--- src/rtl/flash_rd_ctrl_pkg.sv ---
// Shared definitions for the flash line-fill read controller: FSM encoding,
// burst geometry and address widths.
package flash_rd_ctrl_pkg;

  typedef enum logic [1:0] {
    ST_IDLE = 2'd0,
    ST_READ = 2'd1,
    ST_LAST = 2'd2
  } state_e;

  localparam int LINE_BEATS = 4;
  localparam int BYTE_AW    = 20;
  localparam int WORD_AW    = 18;
  localparam int BASE_W     = BYTE_AW - 4;
  localparam int BEAT_W     = 2;
  localparam int WAIT_W     = 4;
  localparam int DATA_W     = 32;

  // Flash word address of beat k within the line at base.
  function automatic logic [WORD_AW-1:0] word_addr(input logic [BASE_W-1:0] base,
                                                   input logic [BEAT_W-1:0] k);
    return {base, k};
  endfunction

endpackage

--- src/rtl/flash_rd_ctrl.sv ---
// Flash line-fill read controller: fetches a 4-word line in ascending order,
// holding each flash address for WAIT_CYC+1 cycles before capturing the word.
module flash_rd_ctrl
  import flash_rd_ctrl_pkg::*;
#(
  parameter int WAIT_CYC = 2,
  parameter int BEATS    = LINE_BEATS
) (
  input  logic               clk,
  input  logic               reset_n,
  input  logic               req,
  input  logic [BYTE_AW-1:0] c_addr,
  output logic               ack,
  output logic               valid,
  output logic [DATA_W-1:0]  data,
  output logic               f_rd,
  output logic [WORD_AW-1:0] f_addr,
  input  logic [DATA_W-1:0]  f_rdata
);

  localparam logic [WAIT_W-1:0] WAIT_LIM = WAIT_W'(WAIT_CYC);
  localparam logic [BEAT_W-1:0] LAST_K   = BEAT_W'(BEATS - 1);

  state_e              state_q,  state_d;
  logic [BASE_W-1:0]   base_q,   base_d;
  logic [BEAT_W-1:0]   k_q,      k_d;
  logic [WAIT_W-1:0]   wcnt_q,   wcnt_d;
  logic                ack_q,    ack_d;
  logic                valid_q,  valid_d;
  logic [DATA_W-1:0]   data_q,   data_d;
  logic                f_rd_q,   f_rd_d;
  logic [WORD_AW-1:0]  f_addr_q, f_addr_d;
  logic                beat_done;

  // Byte offset within the line never reaches the flash.
  logic unused_offset;
  assign unused_offset = ^c_addr[3:0];

  assign beat_done = (wcnt_q == WAIT_LIM);

  always_ff @(posedge clk or negedge reset_n) begin
    if (!reset_n) begin
      state_q  <= ST_IDLE;
      base_q   <= '0;
      k_q      <= '0;
      wcnt_q   <= '0;
      ack_q    <= 1'b0;
      valid_q  <= 1'b0;
      data_q   <= '0;
      f_rd_q   <= 1'b0;
      f_addr_q <= '0;
    end else begin
      state_q  <= state_d;
      base_q   <= base_d;
      k_q      <= k_d;
      wcnt_q   <= wcnt_d;
      ack_q    <= ack_d;
      valid_q  <= valid_d;
      data_q   <= data_d;
      f_rd_q   <= f_rd_d;
      f_addr_q <= f_addr_d;
    end
  end

  always_comb begin
    state_d  = state_q;
    base_d   = base_q;
    k_d      = k_q;
    wcnt_d   = wcnt_q;
    ack_d    = 1'b0;
    valid_d  = 1'b0;
    data_d   = data_q;
    f_rd_d   = f_rd_q;
    f_addr_d = f_addr_q;

    unique case (state_q)
      ST_IDLE: begin
        f_rd_d = 1'b0;
        if (req) begin
          base_d   = c_addr[BYTE_AW-1:4];
          k_d      = '0;
          wcnt_d   = '0;
          ack_d    = 1'b1;
          f_rd_d   = 1'b1;
          f_addr_d = word_addr(c_addr[BYTE_AW-1:4], '0);
          state_d  = ST_READ;
        end
      end

      ST_READ: begin
        if (beat_done) begin
          data_d  = f_rdata;
          valid_d = 1'b1;
          wcnt_d  = '0;
          if (k_q == LAST_K) begin
            // k stays at the final beat until the line completes.
            f_rd_d  = 1'b0;
            state_d = ST_LAST;
          end else begin
            k_d      = k_q + 2'd1;
            f_addr_d = word_addr(base_q, k_q + 2'd1);
          end
        end else begin
          wcnt_d = wcnt_q + 4'd1;
        end
      end

      ST_LAST: begin
        k_d     = '0;
        state_d = ST_IDLE;
      end

      default: begin
        state_d = ST_IDLE;
        f_rd_d  = 1'b0;
      end
    endcase
  end

  assign ack    = ack_q;
  assign valid  = valid_q;
  assign data   = data_q;
  assign f_rd   = f_rd_q;
  assign f_addr = f_addr_q;

endmodule

--- config.mk ---
export PLATFORM = sky130hd
export DESIGN_NAME = flash_rd_ctrl
export DESIGN_NICKNAME = d
export VERILOG_FILES = /design/src/rtl/flash_rd_ctrl_pkg.sv /design/src/rtl/flash_rd_ctrl.sv
export SDC_FILE = /design/constraint.sdc
export NUM_CORES = 1
export LEC_CHECK = 0
export CAP_MARGIN = 10
export CORE_MARGIN = 3
export CORE_UTILIZATION = 46
export DETAILED_ROUTE_END_ITERATION = 8
export PLACE_DENSITY = 0.91
export RECOVER_POWER = 100
export SKIP_LAST_GASP = 1
export SYNTH_ARGS = -nofsm -noshare
export SYNTH_HDL_FRONTEND = slang
export SYNTH_SLANG_ARGS = --single-unit
--- constraint.sdc ---
create_clock -name clk -period 2.6 [get_ports clk]
set_clock_uncertainty 0.15 [all_clocks]
set_input_delay 0.52 -clock clk [delete_from_list [all_inputs] [get_ports clk]]
set_output_delay 0.52 -clock clk [all_outputs]
set_load 0.05 [all_outputs]
# After elaboration in Yosys (flattened, before gate mapping)
# Cells that the tools add are included.
[totals]
out_inout_bits = 53
elab_cells = 52
register_bits = 77
[op_classes]
n_mux = 22
n_eq_ne = 8
bitwise_logic = 1
n_reduce_logical = 10
n_addsub = 2
[op_table]
columns = ["operator", "count"]
rows = [
  ["18-bit two-way mux", 3],
  ["18-bit case mux with 2 select lines", 1],
  ["2-bit two-way mux", 6],
  ["4-bit two-way mux", 2],
  ["2-bit inequality test (second input constant)", 4],
  ["4-bit case mux with 2 select lines", 1],
  ["4-bit AND reduction", 2],
  ["1-bit two-way mux", 6],
  ["2-bit case mux with 3 select lines", 1],
  ["2-bit AND reduction", 3],
  ["3-bit AND reduction", 2],
  ["4-bit by 1-bit adder with 4-bit output (second input constant)", 1],
  ["2-bit == test (second input constant)", 2],
  ["4-bit by 2-bit == test with 1-bit output (second input constant)", 1],
  ["2-bit case mux with 2 select lines", 1],
  ["1-bit case mux with 3 select lines", 1],
  ["3-bit nonzero test", 1],
  ["2-bit by 1-bit adder with 2-bit output (second input constant)", 1],
  ["2-bit by 1-bit == test with 1-bit output (second input constant)", 1],
  ["2-bit zero test", 1],
  ["2-bit nonzero test", 1],
  ["1-bit inverter", 1],
]

# Longest topological paths before layout
# Gate-level depths: netlist of the first run.
[depth]
depth_word = 4
mapped_depth = 7
mapped_depth_nobuf = 5

# Worst setup path after synthesis of the first run
# Ideal clock, no wire load.
[synth_timing]
kind = "reg-to-reg"
startpoint = "reg wcnt_q[0]"
endpoint = "reg f_addr_q[10] (netlist: f_addr[10])"
arrival_time_ps = 1663
slack_ps = 662
path_stages_with_launch = 8
setup_time_ps = 125
path_cell_list = "dfrtp_1 > inv_1 > ha_1 > nor4bb_4 > o31a_1 > buf_6 > buf_8 > mux2_4"
[synth_between]
elab_chain_cells = 3
[synth_lines]
columns = ["element", "line_no", "rtl"]
rows = [
  ["start: declaration", "flash_rd_ctrl.sv:27", "logic [WAIT_W-1:0] wcnt_q, wcnt_d;"],
  ["start signal: assignment", "flash_rd_ctrl.sv:56", "wcnt_q <= wcnt_d;"],
  ["4-bit by 2-bit == test with 1-bit output", "flash_rd_ctrl.sv:39", "assign beat_done = (wcnt_q == WAIT_LIM);"],
  ["2-bit inequality test (no line)", "--", ""],
  ["4-bit AND reduction (no line)", "--", ""],
  ["end signal: assignment", "flash_rd_ctrl.sv:61", "f_addr_q <= f_addr_d;"],
  ["end: declaration", "flash_rd_ctrl.sv:32", "logic [WORD_AW-1:0] f_addr_q, f_addr_d;"],
]
# No other way between the ends.
# A chain may end at the register's enable or synchronous reset.

# Final worst setup path of the first run
[layout_timing]
startpoint = "reg data_q[27] (netlist: data[27])"
endpoint = "out data[27]"
[layout_rtl]
columns = ["element", "line_no", "rtl"]
rows = [
  ["start: declaration", "flash_rd_ctrl.sv:30", "logic [DATA_W-1:0] data_q, data_d;"],
  ["start signal: assignment", "flash_rd_ctrl.sv:59", "data_q <= data_d;"],
  ["end: declaration", "flash_rd_ctrl.sv:15", "output logic [DATA_W-1:0] data,"],
]
# No word-level cell between the ends.

==> results of run 1 <==
-- flip-flops by register name, indices dropped and copies added, names as in the netlist --
| name | cells |
|---|---|
| ack | 1 |
| base_q | 16 |
| data | 32 |
| f_addr | 18 |
| f_rd | 1 |
| k_q | 2 |
| state_q | 2 |
| valid | 1 |
| wcnt_q | 4 |
-- worst reg2reg max path, stage by stage (launching register included) --
cell and delay (ps):
dfrtp_1 440, inv_1 80, ha_1 150, nor3b_1 610, nand2_2 80, buf_4 280
mux2_1 370
-- how the worst min path moves through the flow --
stage / slack, ps / endpoint / from
final: 330 / f_addr[3] / f_addr[3]
after detailed placement: 320 / base_q[4] / base_q[4]
after global routing: 360 / f_addr[7] / f_addr[7]
after global placement: 310 / base_q[5] / base_q[5]
after floorplan: 70 / ack / reset_n
after CTS: 180 / data[6] / reset_n
-- through the flow --
| stage | cells | hold slack, ps | power [mW] | utilization [%] |
|---|---|---|---|---|
| floorplan | 214 | 74.4 | 5.14 | - |
| global placement | 409 | 313 | 6.28 | 64.4 |
| detailed placement | 409 | 325 | 6.46 | 64.4 |
| CTS | 425 | 179 | 7.28 | 66.9 |
| global route | 425 | 361 | 7.24 | 66.0 |
| finish | 425 | 331 | 6.87 | 66.0 |
-- placed cells by master (no fill, tap or decap), types with 2 or more instances in the layout --
master           synthesis  layout
clkinv_2                 0       2
clkdlybuf4s50_1          0      48
mux2_1                  15      23
clkbuf_1                 2       2
nor2_1                   2       2
clkbuf_8                 0      10
dlygate4sd3_1            0      54
o2111ai_1                2       2
dfrtp_1                 77      77
inv_1                    7       7
buf_4                    0       6
nor2b_1                  3       2
a22o_1                   2       2
mux2_2                  58      58
ha_1                     3       3
nand2_1                  5       5
o31ai_1                  2       2
o221ai_1                 2       2
-- routing by layer --
metal / vias to the layer above / track usage [%] / wire (µm)
li1: 983 / - / -
met5: - / 0 / 0
met4: 0 / 9.06 / 153
met3: 15 / 5.19 / 358
met1: 1077 / 21.2 / 2770
met2: 60 / 30.4 / 3620
-- power groups by stage --
stage	Sequential (mW)	Combinational [mW]	Clock (mW)
final	2.15	3.91	0.813
after floorplan	3.57	1.57	0
after global routing	2.24	4.12	0.889
after detailed placement	2.21	4.25	0
after CTS	2.19	4.25	0.836
after global placement	2.16	4.12	0
-- logic make-up (layout without fill, tap and decap cells) --
| group | Yosys count | in the layout | synth area share, % |
|---|---|---|---|
| muxes | 81 | 81 | 28.9 |
| DFF | 77 | 77 | 59.1 |
| and+or+nand+nor | 19 | 19 | 4.18 |
| buffers and inverters | 18 | 133 | 2.92 |
| AOI/OAI and AO/OA | 16 | 16 | 3.72 |
| adders and majority gates | 3 | 3 | 1.15 |
-- cell type report --
cell class | count | area [µm²] | share of cell area (%)
clock buffers | 11 | 141 | 3.14
clock inverters | 5 | 35.0 | 0.777
inverters | 7 | 26.3 | 0.583
multi-input cells | 119 | 1180 | 26.3
flip-flops and latches | 77 | 1930 | 42.7
well taps | 96 | 120 | 2.66
repair buffers | 110 | 1070 | 23.8
==> impl_results.md, run 1 <==
- Fillers: 515
- PwrDens: 1520 nW/µm²
- Root Buffer: clkbuf_8
- Synth top area share: 59.1%
- Status: finished, violations left
- CTS tree: done
- Post-synth EDFFs: 0
- Half-perimeter wire length after detailed placement: 5050 µm
- Net Sw Frac: 45.5%
- Sequential share of the synthesized area: 59.1%
- Gate power share: 56.9%
- Yosys reg bits: 77
- Final-stage net count: 382
- Syn nets: 272
- Flop pwr share: 31.3%
- Worst EP required: 1930 ps
- HP Class: flop to flop
- Syn. warnings: 0
- Worst Path Buf+Inv: 1
- Setup TNS: 0 ps
- Asr flop ratio synth: 100%
- Worst-Margin Slew: 1850 ps
- Post-place instance area: 4400 µm²
- Ys flop type: dfrtp_1
- Clk slew on worst S/H paths: 80 ps
- GRT overflow: 0
- Slowest stage delay, CP: 920 ps
- Family with the most delay on the worst path: buffers and inverters
- First-pass GRT wire length: 11500 µm
- Stages on worst setup path: 1
- Internal power: 3.74 mW
- Violated checks: capacitance limit, slew limit
- Synth-to-layout area growth: 38.3%
- Largest net degree at the start of global routing: 78
- Via density: 5.02
- Die Span Y: 90.2 µm
- Clk_lat worst skew: 350 ps
- 1st-pass router iterations: 4
- Final WS setup: 286 ps
- Max-slew headroom: -23.6%
- R2R setup slack: 320 ps
- Layout cells sized above 1: 25.2%
- Clock sinks: 77
- Startpoint Class: flop
- Clk buf depth: 2
- Setup Buffers After CTS: 0
- # diodes: 0
- Count leader, synth: dfrtp_1
- Worst Reg2Reg Path Length in Cells: 6
- Antenna violations before repair: 0
- Fin. max-slew vios: 78
- Syn Inst Count: 214
- Fmax: 432 MHz
- Synth top area cells: dfrtp_1 59%, mux2_2 20%, mux2_1 5.2%
- CP Max Fanout: 2
- Critical path launch point: data[27]
- Dominant cell type by area after synthesis: dfrtp_1
- Final hold violations: 0
- Post-Syn Area: 3260 µm²
- Design area: 4510 µm²
- Clock Power Share: 11.8%
- Type of the worst setup path: flop to output pin
- Reg-to-Reg End: data[22]
- RePlAce Congestion: 0.764
- Synth cell types: 33
- DR WL/cell: 16.3 µm
- Post-CTS Resized: 0
- Worst Setup End Kind: output pin
- Syn_area_per_cell: 15.2 µm²
- Row count: 30
- Setup WS pre-CTS: 266 ps
- Critical path destination: data[27]
- Worst hold path depth: 1
- Maxcap violations: 1
- Leak pwr: 1.96 nW
- CTS Buf Count: 9
- H-tree levels: 3
- Top-level port count: 108
- Worst path cell trace: dlygate4sd3_1
- Tcrit/Tclk final: 89.0%
- Detail Route Antenna Nets: 0
- Vias in the first global route: 2271
- NetSw: 3.12 mW
- Number of I/O port buffers: 103
- Most frequent cells after synthesis: 77 x dfrtp_1, 58 x mux2_2, 15 x mux2_1
- Global-route usage over all layers: 18.1%
- # DRC: 0
- Worst Path Arrival: 1640 ps
- Min Tclk post-route: 2310 ps
- Slowest CP cell: dlygate4sd3_1
- Initial DRC Count: 69
- Initial Util: 47.7%
- DIE AREA: 8130 µm²
- Vias: 2135
- RSZ-0062 raised after global routing: false
- Reg-to-Reg Start: wcnt_q[0]
- Die Wd: 90.2 µm
- Peak VDD IR: 0.000933 V
- Core area: 6830 µm²
- Hold buffer count at cts: 0
- Final WL: 6910 µm
- Finish-stage setup viols: 0
Power figures use the tool's default switching activity.
==> run 2, diff against run 1 <==
--- a/config.mk
+++ b/config.mk
@@ -11,3 +11,3 @@
 export DETAILED_ROUTE_END_ITERATION = 8
-export PLACE_DENSITY = 0.91
+export PLACE_DENSITY = 0.8
 export RECOVER_POWER = 100
--- a/constraint.sdc
+++ b/constraint.sdc
@@ -4,2 +4,2 @@
 set_output_delay 0.52 -clock clk [all_outputs]
-set_load 0.05 [all_outputs]
+set_load 0.1 [all_outputs]
==> run 2 against run 1 <==
Against the previous run:
- hold slack improved by 6.3 ps
- wire length down 2.5%
- critical path type unchanged
- the flow now finishes without violations
- register-to-register slack gained 40 ps
- cell count grew 0.94%
- maximum frequency increased by 1.5%
- flip-flop and latch count unchanged
- highest routed layer unchanged
- utilization is 3.2 points lower
- critical path depth did not move
- clock-buffer cell count fell by 1
==> impl_results.md, run 2 (synthesized netlist as in run 1, its figures left out) <==
- Root Buffer: clkbuf_8
- Worst path cell trace: clkbuf_1
- Largest net degree at the start of global routing: 38 (-51%)
- Min Tclk post-route: 2280 ps (-33.1 ps)
- H-tree levels: 3 (unchanged)
- First-pass GRT wire length: 11400 µm (-0.96%)
- Antenna violations before repair: 0 (unchanged)
- Final WL: 6730 µm (-2.5%)
- GRT overflow: 0 (unchanged)
- Core area: 6830 µm² (unchanged)
- Setup Buffers After CTS: 0 (unchanged)
- Most common cell after layout, fill and taps aside: dfrtp_1
- # diodes: 0 (unchanged)
- DIE AREA: 8130 µm² (unchanged)
- Number of I/O port buffers: 103 (unchanged)
- Clk buf depth: 2 (unchanged)
- Clk slew on worst S/H paths: 80 ps (about the same)
- RSZ-0062 raised after global routing: false
- Largest register FFs: 32 (unchanged)
- Initial DRC Count: 117 (+70%)
- CTS tree: done
- Worst-Margin Slew: 1210 ps (-641 ps)
- Worst Reg2Reg Path Length in Cells: 6 (unchanged)
- R2R setup slack: 360 ps (+40 ps)
- Critical path destination: data[17]
- Reg-to-Reg End: f_addr[15]
- Half-perimeter wire length after detailed placement: 4910 µm (-2.7%)
- Initial Util: 47.7% (unchanged)
- DR WL/cell: 15.7 µm (-3.4%)
- Type of the worst setup path: flop to output pin
- Post-CTS Resized: 0 (unchanged)
- Final hold violations: 0 (unchanged)
- Most frequent cells in the layout: 77 x dfrtp_1, 58 x mux2_2, 52 x clkbuf_1
- Clock sinks: 77 (unchanged)
- Vias in the first global route: 2183 (-3.9%)
- Max-slew headroom: 19.5% (+43 points)
- Layout cells sized above 1: 27.6% (+2.4 points)
- Reg-to-Reg Start: wcnt_q[0]
- Worst EP required: 1930 ps (about the same)
- Critical path launch point: data[17]
- Global-route usage over all layers: 17.9% (-0.23 points)
- Die Span Y: 90.2 µm (unchanged)
- Status: finished clean
- Worst Setup End Kind: output pin
- Vias: 2117 (-0.84%)
- Tcrit/Tclk final: 87.7% (-1.3 points)
- Fmax: 438 MHz (+1.5%)
- CTS Buf Count: 9 (unchanged)
- Detail Route Antenna Nets: 0 (unchanged)
- HP Class: flop to flop
- Family with the most delay on the worst path: buffers and inverters
- Synth-to-layout area growth: 31.5%
- Fillers: 600 (+17%)
- Row count: 30 (unchanged)
- Worst Path Buf+Inv: 1 (unchanged)
- CP Max Fanout: 2 (unchanged)
- Setup TNS: 0 ps (unchanged)
- Worst Path Arrival: 1610 ps (-30 ps)
- Clk_lat worst skew: 350 ps (about the same)
- Slowest CP cell: clkbuf_1
- Stages on worst setup path: 1 (unchanged)
- Slowest stage delay, CP: 900 ps (-20 ps)
- RePlAce Congestion: 0.776 (+1.5%)
- # DRC: 0 (unchanged)
- Fin. max-slew vios: 0 (-100%)
- Finish-stage setup viols: 0 (unchanged)
- Top-level port count: 108 (unchanged)
- Final-stage net count: 387 (+1.3%)
- Die Wd: 90.2 µm (unchanged)
- Startpoint Class: flop
- Maxcap violations: 0 (-1)
- 1st-pass router iterations: 4 (unchanged)
- Via density: 4.93 (-1.8%)
## run 2: worst min-delay path by stage
| stage | startpoint | to | depth (start not counted) |
|---|---|---|---|
| 4_1_cts | base_q[3] | base_q[3] | 1 |
| 2_1_floorplan | reset_n | ack | 0 |
| 3_3_place_gp | base_q[6] | base_q[6] | 1 |
| 6_report | base_q[3] | base_q[3] | 1 |
| 5_1_grt | base_q[5] | base_q[5] | 1 |
| 3_5_place_dp | base_q[3] | base_q[3] | 1 |
## run 2: area by class of cell
class / instances / area [µm²] / area share, %
clock inverter: 5 / 85.1 / 1.98
tap: 96 / 120 / 2.80
inverter: 7 / 26.3 / 0.613
sequential: 77 / 1930 / 45.0
timing repair buffer: 115 / 787 / 18.4
multi-input combinational: 119 / 1210 / 28.3
clock buffer: 10 / 128 / 2.98
## run 2: stage by stage
stage               cells  setup slack [ps]  hold WS (ps)  cell area (µm²)  utilization [%]
CTS                   429               475           342             4530             66.3
global placement      413               306           312             4310             63.0
floorplan             214               661          74.4             3260                -
detailed placement    413               279           323             4310             63.0
global route          429               199           362             4290             62.7
finish                429               319           338             4290             62.7
## run 2: routing by layer
metal	wire length [µm]	share of wire, %	vias up	global-route usage, %
met5	0	0	-	0
met1	2880	43	1062	23.0
li1	-	-	995	-
met4	132	2.0	0	6.89
met3	289	4.3	9	4.69
met2	3430	51	51	29.1
## run 2: what timing repair did
| action | in CTS | in global routing |
|---|---|---|
| endpoints found under the setup margin | 0 | 0 |
| hold buffers | 1 | 0 |
| hold endpoints to repair | 34 | 0 |
Power of run 2 is not shown: default switching activity piles up to over one toggle a cycle in this logic, so the estimate is an artifact.
